## src/rtl/rst_sequencer.sv

```systemverilog
// Reset sequencer: turns a one-cycle rst_req into a stretched dut_reset, a settle
// window and a one-cycle rst_ack, with a power-on sequence after the system reset.
module rst_sequencer #(
    parameter int unsigned HOLD_CYCLES   = 2,
    parameter int unsigned SETTLE_CYCLES = 3,
    parameter int unsigned COUNT_W       = 4
) (
    input  logic               clk,
    input  logic               reset,
    input  logic               rst_req,
    output logic               dut_reset,
    output logic               busy,
    output logic               rst_ack,
    output logic               req_merged,
    output logic [COUNT_W-1:0] rst_count
);

    localparam int unsigned MAX_CYC = (HOLD_CYCLES > SETTLE_CYCLES) ? HOLD_CYCLES : SETTLE_CYCLES;
    localparam int unsigned CNT_W   = $clog2(MAX_CYC + 1);

    localparam logic [CNT_W-1:0]   HOLD_LD   = CNT_W'(HOLD_CYCLES);
    localparam logic [CNT_W-1:0]   SETTLE_LD = CNT_W'(SETTLE_CYCLES);
    localparam logic [CNT_W-1:0]   CNT_ONE   = CNT_W'(1);
    localparam logic [COUNT_W-1:0] COUNT_MAX = '1;

    typedef enum logic [2:0] {
        S_POR,
        S_ASSERT,
        S_SETTLE,
        S_ACK,
        S_IDLE
    } state_t;

    state_t             state, state_nxt;
    logic [CNT_W-1:0]   cnt, cnt_nxt;
    logic               pending, pending_nxt;
    logic               from_por, from_por_nxt;
    logic               merged_nxt;
    logic [COUNT_W-1:0] count_nxt;
    logic               dut_reset_nxt, busy_nxt, rst_ack_nxt;

    // State and registered outputs; reset aborts any sequence and restarts POR
    always_ff @(posedge clk) begin
        if (reset) begin
            state      <= S_POR;
            cnt        <= HOLD_LD;
            pending    <= 1'b0;
            from_por   <= 1'b1;
            req_merged <= 1'b0;
            rst_count  <= '0;
            dut_reset  <= 1'b1;
            busy       <= 1'b1;
            rst_ack    <= 1'b0;
        end else begin
            state      <= state_nxt;
            cnt        <= cnt_nxt;
            pending    <= pending_nxt;
            from_por   <= from_por_nxt;
            req_merged <= merged_nxt;
            rst_count  <= count_nxt;
            dut_reset  <= dut_reset_nxt;
            busy       <= busy_nxt;
            rst_ack    <= rst_ack_nxt;
        end
    end

    // Next state, counter, request bookkeeping and next output values
    always_comb begin
        state_nxt     = state;
        cnt_nxt       = cnt;
        pending_nxt   = pending;
        from_por_nxt  = from_por;
        merged_nxt    = req_merged;
        count_nxt     = rst_count;
        dut_reset_nxt = 1'b0;
        busy_nxt      = 1'b0;
        rst_ack_nxt   = 1'b0;

        // A request while a sequence runs is queued once; further ones collapse
        if (rst_req && (state == S_POR || state == S_ASSERT || state == S_SETTLE)) begin
            if (pending) begin
                merged_nxt = 1'b1;
            end else begin
                pending_nxt = 1'b1;
            end
        end

        case (state)
            S_POR: begin
                if (cnt == CNT_ONE) begin
                    if (SETTLE_CYCLES == 0) begin
                        state_nxt = S_IDLE;
                    end else begin
                        state_nxt = S_SETTLE;
                        cnt_nxt   = SETTLE_LD;
                    end
                end else begin
                    cnt_nxt = cnt - CNT_ONE;
                end
            end
            S_ASSERT: begin
                if (cnt == CNT_ONE) begin
                    if (SETTLE_CYCLES == 0) begin
                        state_nxt = S_ACK;
                    end else begin
                        state_nxt = S_SETTLE;
                        cnt_nxt   = SETTLE_LD;
                    end
                end else begin
                    cnt_nxt = cnt - CNT_ONE;
                end
            end
            S_SETTLE: begin
                if (cnt == CNT_ONE) begin
                    state_nxt = from_por ? S_IDLE : S_ACK;
                end else begin
                    cnt_nxt = cnt - CNT_ONE;
                end
            end
            S_ACK, S_IDLE: begin
                if (rst_req && pending) begin
                    merged_nxt = 1'b1;
                end
                if (rst_req || pending) begin
                    state_nxt    = S_ASSERT;
                    cnt_nxt      = HOLD_LD;
                    pending_nxt  = 1'b0;
                    from_por_nxt = 1'b0;
                end else begin
                    state_nxt = S_IDLE;
                end
            end
            default: begin
                state_nxt = S_POR;
                cnt_nxt   = HOLD_LD;
            end
        endcase

        if (state_nxt == S_ACK && rst_count != COUNT_MAX) begin
            count_nxt = rst_count + COUNT_W'(1);
        end

        dut_reset_nxt = (state_nxt == S_POR) || (state_nxt == S_ASSERT);
        busy_nxt      = (state_nxt != S_IDLE);
        rst_ack_nxt   = (state_nxt == S_ACK);
    end

endmodule

```

## config.mk

```make
export PLATFORM = sky130hd
export DESIGN_NAME = rst_sequencer
export DESIGN_NICKNAME = d
export VERILOG_FILES = /design/src/rtl/rst_sequencer.sv
export SDC_FILE = /design/constraint.sdc
export NUM_CORES = 1
export LEC_CHECK = 0
export CELL_PAD_IN_SITES_DETAIL_PLACEMENT = 1
export CELL_PAD_IN_SITES_GLOBAL_PLACEMENT = 2
export CORE_MARGIN = 2
export CORE_UTILIZATION = 34
export DETAILED_ROUTE_END_ITERATION = 16
export PLACE_DENSITY = 0.82
export SLEW_MARGIN = 20
export SYNTH_ARGS = -nofsm -noshare
export SYNTH_HDL_FRONTEND = slang
export SYNTH_SLANG_ARGS = --single-unit
```

## constraint.sdc

```tcl
create_clock -name clk -period 4.2 [get_ports clk]
set_clock_uncertainty 0.15 [all_clocks]
set_input_delay 0.63 -clock clk [delete_from_list [all_inputs] [get_ports clk]]
set_output_delay 0.63 -clock clk [all_outputs]
set_load 0.02 [all_outputs]
```

==> reports/metrics.cfg, run 1 <==
[clock_tree]
clock_path_buffers=2
cts_tree=done
cts-hold-fix-buffers=0
post_cts_resized=0
cts_setup_buffers=0
cts_root_buf=clkbuf_4
cts_buffers=3
clkTransAtPathRegs_ns=0.10
cts.sinks=15
clock_latency_ns=0.29
cts_max_level=1

[synthesis]
syn_nets=97
synthCells=89
synth_edf_count=0
async_reset_ff_share_pct=0
yosysTopAreaCell=dfxtp_1
syn_area_um2=791
synth_warnings=0
synth_top_area_share_pct=38.0
synth-main-ff-cell=dfxtp_1
synth_cell_types=32
synth_seq_cells=15
yosys-top-cells-count=dfxtp_1, nor2_1, nor3_1
ys_top_cells_by_area=dfxtp_1, ha_1, nor2_1
synth.avg_cell_area_um2=8.88
synth-seq-area-share_pct=38.0
yosysMostFrequentCell=dfxtp_1

[setup_path]
critPathLaunchType=flip-flop
cp_num_buf_inv=1
required_ns=3.42
cpMaxStageDelayCell=clkdlybuf4s50_1
worst_setup_path_end_kind=primary output
max_stage_delay_ns=0.63
cp_max_fo=5
worstPathCellList=clkdlybuf4s50_1
crit_family=buffers and inverters
r2r_slack_ns=2.49
path_class=reg -> out
worstPathArrival_ns=1.34

[die]
die_x_um=52.2
core-area_um2=2210
start_util_pct=35.7
ioPinCount=11
fp.dieH_um=52.2
row_count=17
die-area_um2=2730

[finish]
final_nets=107
syn2layout_area_growth_pct=15.7
fillers=275
final_layout_size_suffix_gt1_share_pct=9.18
final_cell_count_no_fill=126
diodes=0

[power]
leakagePower_nw=0.341
p_per_area_nw_per_um2=330
irDropWorstVdd_mv=0.190

[drt]
drc_errors=0
firstDrtPassIters=3
wl_met3_um=70
routed_wl_mm=1.84
drt_iter0_drc=6
wl_per_cell_um=14.6
via_per_inst=5.23
ant_nets=0
highest_layer=met4
wl_met2_um=798
wl_met1_um=958
num_vias=659

[placement]
dp.final_hpwl_mm=1.30
port_buffers=10
gp_congestion=0.849
place_inst=122

[sta]
final.min_clock_period_ns=2.12
hold_violations=0
max_freq_mhz=472
slew_violations=0
slew_headroom_pct=57.6
rsz0062_at_grt=false
final.period_utilization_pct=50.5
tns_ns=0
finalSetupViolCount=0
worst_pin_slew_ns=0.634

[grt]
grt_pass1_wl_mm=3.10
grt_pass1_vias=625
grt_usage_pct=15.8
grt_max_degree=18
grt-ovfl-total=0
antenna_found_initial=0

[job]
drv_cap=0

[min_path]
worstHoldPathType=reg -> reg

[outcome]
outcome=finished, final reports clean

layer usage:
metal	track usage, %	vias to the layer above
met1	22.5	314
met5	0	-
met3	6.00	2
met4	3.85	0
met2	22.2	11
li1	-	332
state kept, by name, indices dropped and copies added (netlist names):
name	count
dut_reset	1
req_merged	1
rst_count	4
busy	1
state	3
pending	1
cnt	2
rst_ack	1
from_por	1
cell families after synthesis:
group | after synthesis | share of synthesized area (%)
xor+xnor | 1 | 1.11
simple gates | 37 | 26.6
flops | 15 | 38.0
mux | 3 | 3.80
fa+ha+maj | 5 | 7.91
buf+inv | 8 | 6.33
compound gates | 20 | 16.3
area by class of cell:
type | count | area, um^2 | share of cell area (%)
multi-input combinational | 66 | 440 | 48.2
sequential | 15 | 300 | 32.8
timing repair buffer | 10 | 100 | 10.9
tap | 28 | 35.0 | 3.83
clock buffer | 3 | 22.5 | 2.46
inverter | 3 | 11.3 | 1.23
clock inverter | 1 | 5.00 | 0.547
stage by stage:
| step | hold WS, ns | utilization (%) | setup WS (ns) | cell area (um^2) | power [mW] |
|---|---|---|---|---|---|
| after global routing | 0.381 | 41.3 | 2.00 | 915 | 0.324 |
| after detailed placement | 0.332 | 40.1 | 2.03 | 887 | 0.218 |
| after CTS | 0.358 | 41.3 | 2.07 | 915 | 0.306 |
| after floorplan | 0.300 | - | 2.66 | 791 | 0.204 |
| after global placement | 0.315 | 40.1 | 2.08 | 887 | 0.215 |
| final | 0.357 | 41.3 | 2.08 | 915 | 0.302 |
cells in the final DEF (no fill, tap or decap), types with 5 or more instances in the layout:
| cell | n |
|---|---|
| nand2_1 | 5 |
| o21ai_0 | 5 |
| nor2_1 | 10 |
| clkdlybuf4s50_1 | 10 |
| a21oi_1 | 5 |
| dfxtp_1 | 15 |
| nor3_1 | 7 |
| ha_1 | 5 |
final timing paths:
kind / cells after the start / from / to
min reg2reg: 1 / from_por$_SDFFE_PP1N_ / from_por$_SDFFE_PP1N_
min: 1 / from_por$_SDFFE_PP1N_ / from_por$_SDFFE_PP1N_
max reg2reg: 4 / state[1]$_SDFF_PP0_ / rst_count[2]$_SDFFE_PP0P_
max: 1 / rst_count[2]$_SDFFE_PP0P_ / rst_count[2]
report_power, final:
group	switching (mW)	total [mW]	internal, mW
combinational	0.0274	0.0522	0.0248
sequential	0.0117	0.162	0.150
clock	0.0520	0.0875	0.0354
No activity file was read; power rests on OpenSTA's default activity.
==> inputs of run 2 (changes only) <==
--- a/config.mk
+++ b/config.mk
@@ -8,9 +8,9 @@
 export CELL_PAD_IN_SITES_DETAIL_PLACEMENT = 1
 export CELL_PAD_IN_SITES_GLOBAL_PLACEMENT = 2
 export CORE_MARGIN = 2
-export CORE_UTILIZATION = 34
+export CORE_UTILIZATION = 31
 export DETAILED_ROUTE_END_ITERATION = 16
-export PLACE_DENSITY = 0.82
+export PLACE_DENSITY = 0.76
 export SLEW_MARGIN = 20
 export SYNTH_ARGS = -nofsm -noshare
 export SYNTH_HDL_FRONTEND = slang
==> constraint.sdc (replaced) <==
create_clock -name clk -period 2 [get_ports clk]
set_clock_uncertainty 0.15 [all_clocks]
set_input_delay 0.3 -clock clk [delete_from_list [all_inputs] [get_ports clk]]
set_output_delay 0.3 -clock clk [all_outputs]
set_load 0.02 [all_outputs]
==> run 2 against run 1 <==
  * Hold slack lost 0.023 ns
  * Worst setup slack lost 1.8 ns
  * Via count grew 0.61%
  * Cell count grew 3.2%
  * Sequential power grew 110%
  * Global-route usage shrank 2.0 points
  * Die area grew 8.9%
  * Utilization shrank 3.4 points
  * Total power grew 110%
  * Combinational power grew 120%
  * First-iteration DRC count shrank 17%
  * Register-to-register slack lost 2.1 ns
==> reports/metrics.cfg, run 2 (synthesis results as in run 1) <==
[outcome]
outcome=finished, final reports clean

[clock_tree]
clock_latency_ns=0.28
cts_buffers=3
cts_setup_buffers=0
cts.sinks=15
clock_path_buffers=2
cts_max_level=1
clkTransAtPathRegs_ns=0.09
cts_tree=done
cts-hold-fix-buffers=0
post_cts_resized=0
cts_root_buf=clkbuf_4

[min_path]
min_from=req_merged$_SDFF_PP0_
min_to=req_merged$_SDFF_PP0_
hold_depth=2
worstHoldPathType=reg -> reg

[drt]
drc_errors=0
wl_per_cell_um=13.5
routed_wl_mm=1.75
drt_iter0_drc=5
num_vias=663
ant_nets=0
via_per_inst=5.10
firstDrtPassIters=4

[setup_path]
required_ns=1.55
worstPathCellList=clkdlybuf4s50_1
worst_setup_path_end_kind=primary output
worstPathArrival_ns=1.32
r2r_slack_ns=0.35
max_stage_delay_ns=0.63
worstRegToRegCells=5
crit_family=buffers and inverters
cpMaxStageDelayCell=clkdlybuf4s50_1
path_class=reg -> out
reg2reg_from=cnt[0]$_SDFFE_PP0P_
r2r-end=rst_count[2]$_SDFFE_PP0P_
critPathLaunchType=flip-flop
cp_num_buf_inv=1
cp_max_fo=5

[sta]
rsz0062_at_grt=false
tns_ns=0
slew_violations=0
hold_violations=0
worst_pin_slew_ns=0.421
slew_headroom_pct=71.9
finalSetupViolCount=0
final.min_clock_period_ns=1.77
final.period_utilization_pct=88.5
max_freq_mhz=565

[die]
die-area_um2=2970
row_count=18
fp.dieH_um=54.5
start_util_pct=32.2
ioPinCount=11
die_x_um=54.5
core-area_um2=2450

[grt]
grtUsageMet2_pct=22.9
antenna_found_initial=0
grt_max_degree=14
grt_pass1_vias=619
top_usage_layer=met2
grt_usage_pct=13.7
grt-ovfl-total=0
use_met1_pct=16.5
grt_pass1_wl_mm=2.82
globalRouteMet3Util_pct=5.74

[placement]
port_buffers=10
dp.final_hpwl_mm=1.34
gp_congestion=0.769
place_inst=126

[finish]
fillers=307
multi_input_area_um2=440
syn2layout_area_growth_pct=17.7
final_nets=109
final_layout_size_suffix_gt1_share_pct=10.0
final_cell_count_no_fill=130
largest_reg_flops=4
layout_commonest_cell=dfxtp_1
final_cell_mix=dfxtp_1, nor2_1, clkdlybuf4s50_1, nor3_1
diodes=0
top_register=rst_count
ff_latch_area_um2=300
reg_top3=rst_count: 4 flops, state: 3 flops, cnt: 2 flops

[power]
leakagePower_nw=0.349
irDropWorstVdd_mv=0.628
p_per_area_nw_per_um2=667
power_mw=0.621

[job]
drv_cap=0

[run 2: cell count changes in the layout (fill, tap and decap cells not counted)]
cell	change
buf_4	+2
clkbuf_1	+1
clkinv_2	-1
[run 2: worst min-delay path, stage by stage, from the launching register on]
cell	delay, ns
dfxtp_1	0.34
a31oi_1	0.05
nor2_1	0.07
[run 2: through the flow]
stage               util, %  hold WS [ns]  area (um^2)  setup slack, ns
global placement       36.9         0.308          905            0.236
detailed placement     36.9         0.326          905            0.206
CTS                    37.9         0.348          931            0.212
global route           37.9         0.363          931            0.162
finish                 37.9         0.334          931            0.231
floorplan                 -         0.300          791            0.534
[run 2: how the worst max path moves through the flow]
stage / from / slack [ns] / depth (start not counted) / endpoint
2_1_floorplan: cnt[0]$_SDFFE_PP0P_ / 0.53 / 5 / rst_count[3]$_SDFFE_PP0P_
3_3_place_gp: rst_req / 0.24 / 5 / busy$_SDFF_PP1_
3_5_place_dp: rst_req / 0.21 / 5 / busy$_SDFF_PP1_
4_1_cts: rst_count[2]$_SDFFE_PP0P_ / 0.21 / 1 / rst_count[2]
5_1_grt: rst_count[2]$_SDFFE_PP0P_ / 0.16 / 1 / rst_count[2]
6_report: rst_count[3]$_SDFFE_PP0P_ / 0.23 / 1 / rst_count[3]
[run 2: per-layer routing]
layer,up-vias,part of all wire (%)
met2,16,46
met3,2,5.7
met1,311,48
met4,0,0.57
met5,-,0
li1,334,-
[run 2: report_power, final]
part           switching (mW)  internal (mW)  leakage (nW)  total [mW]
clock                  0.0893         0.0773        0.0150       0.167
combinational          0.0614         0.0559         0.211       0.117
sequential             0.0214          0.315         0.122       0.337
[run 2: cell type report]
type | instances | share of cell area, %
sequential | 15 | 32.3
clock buffer | 4 | 2.82
inverter | 3 | 1.21
timing repair buffer | 12 | 12.4
multi-input combinational | 66 | 47.3
tap | 30 | 4.03
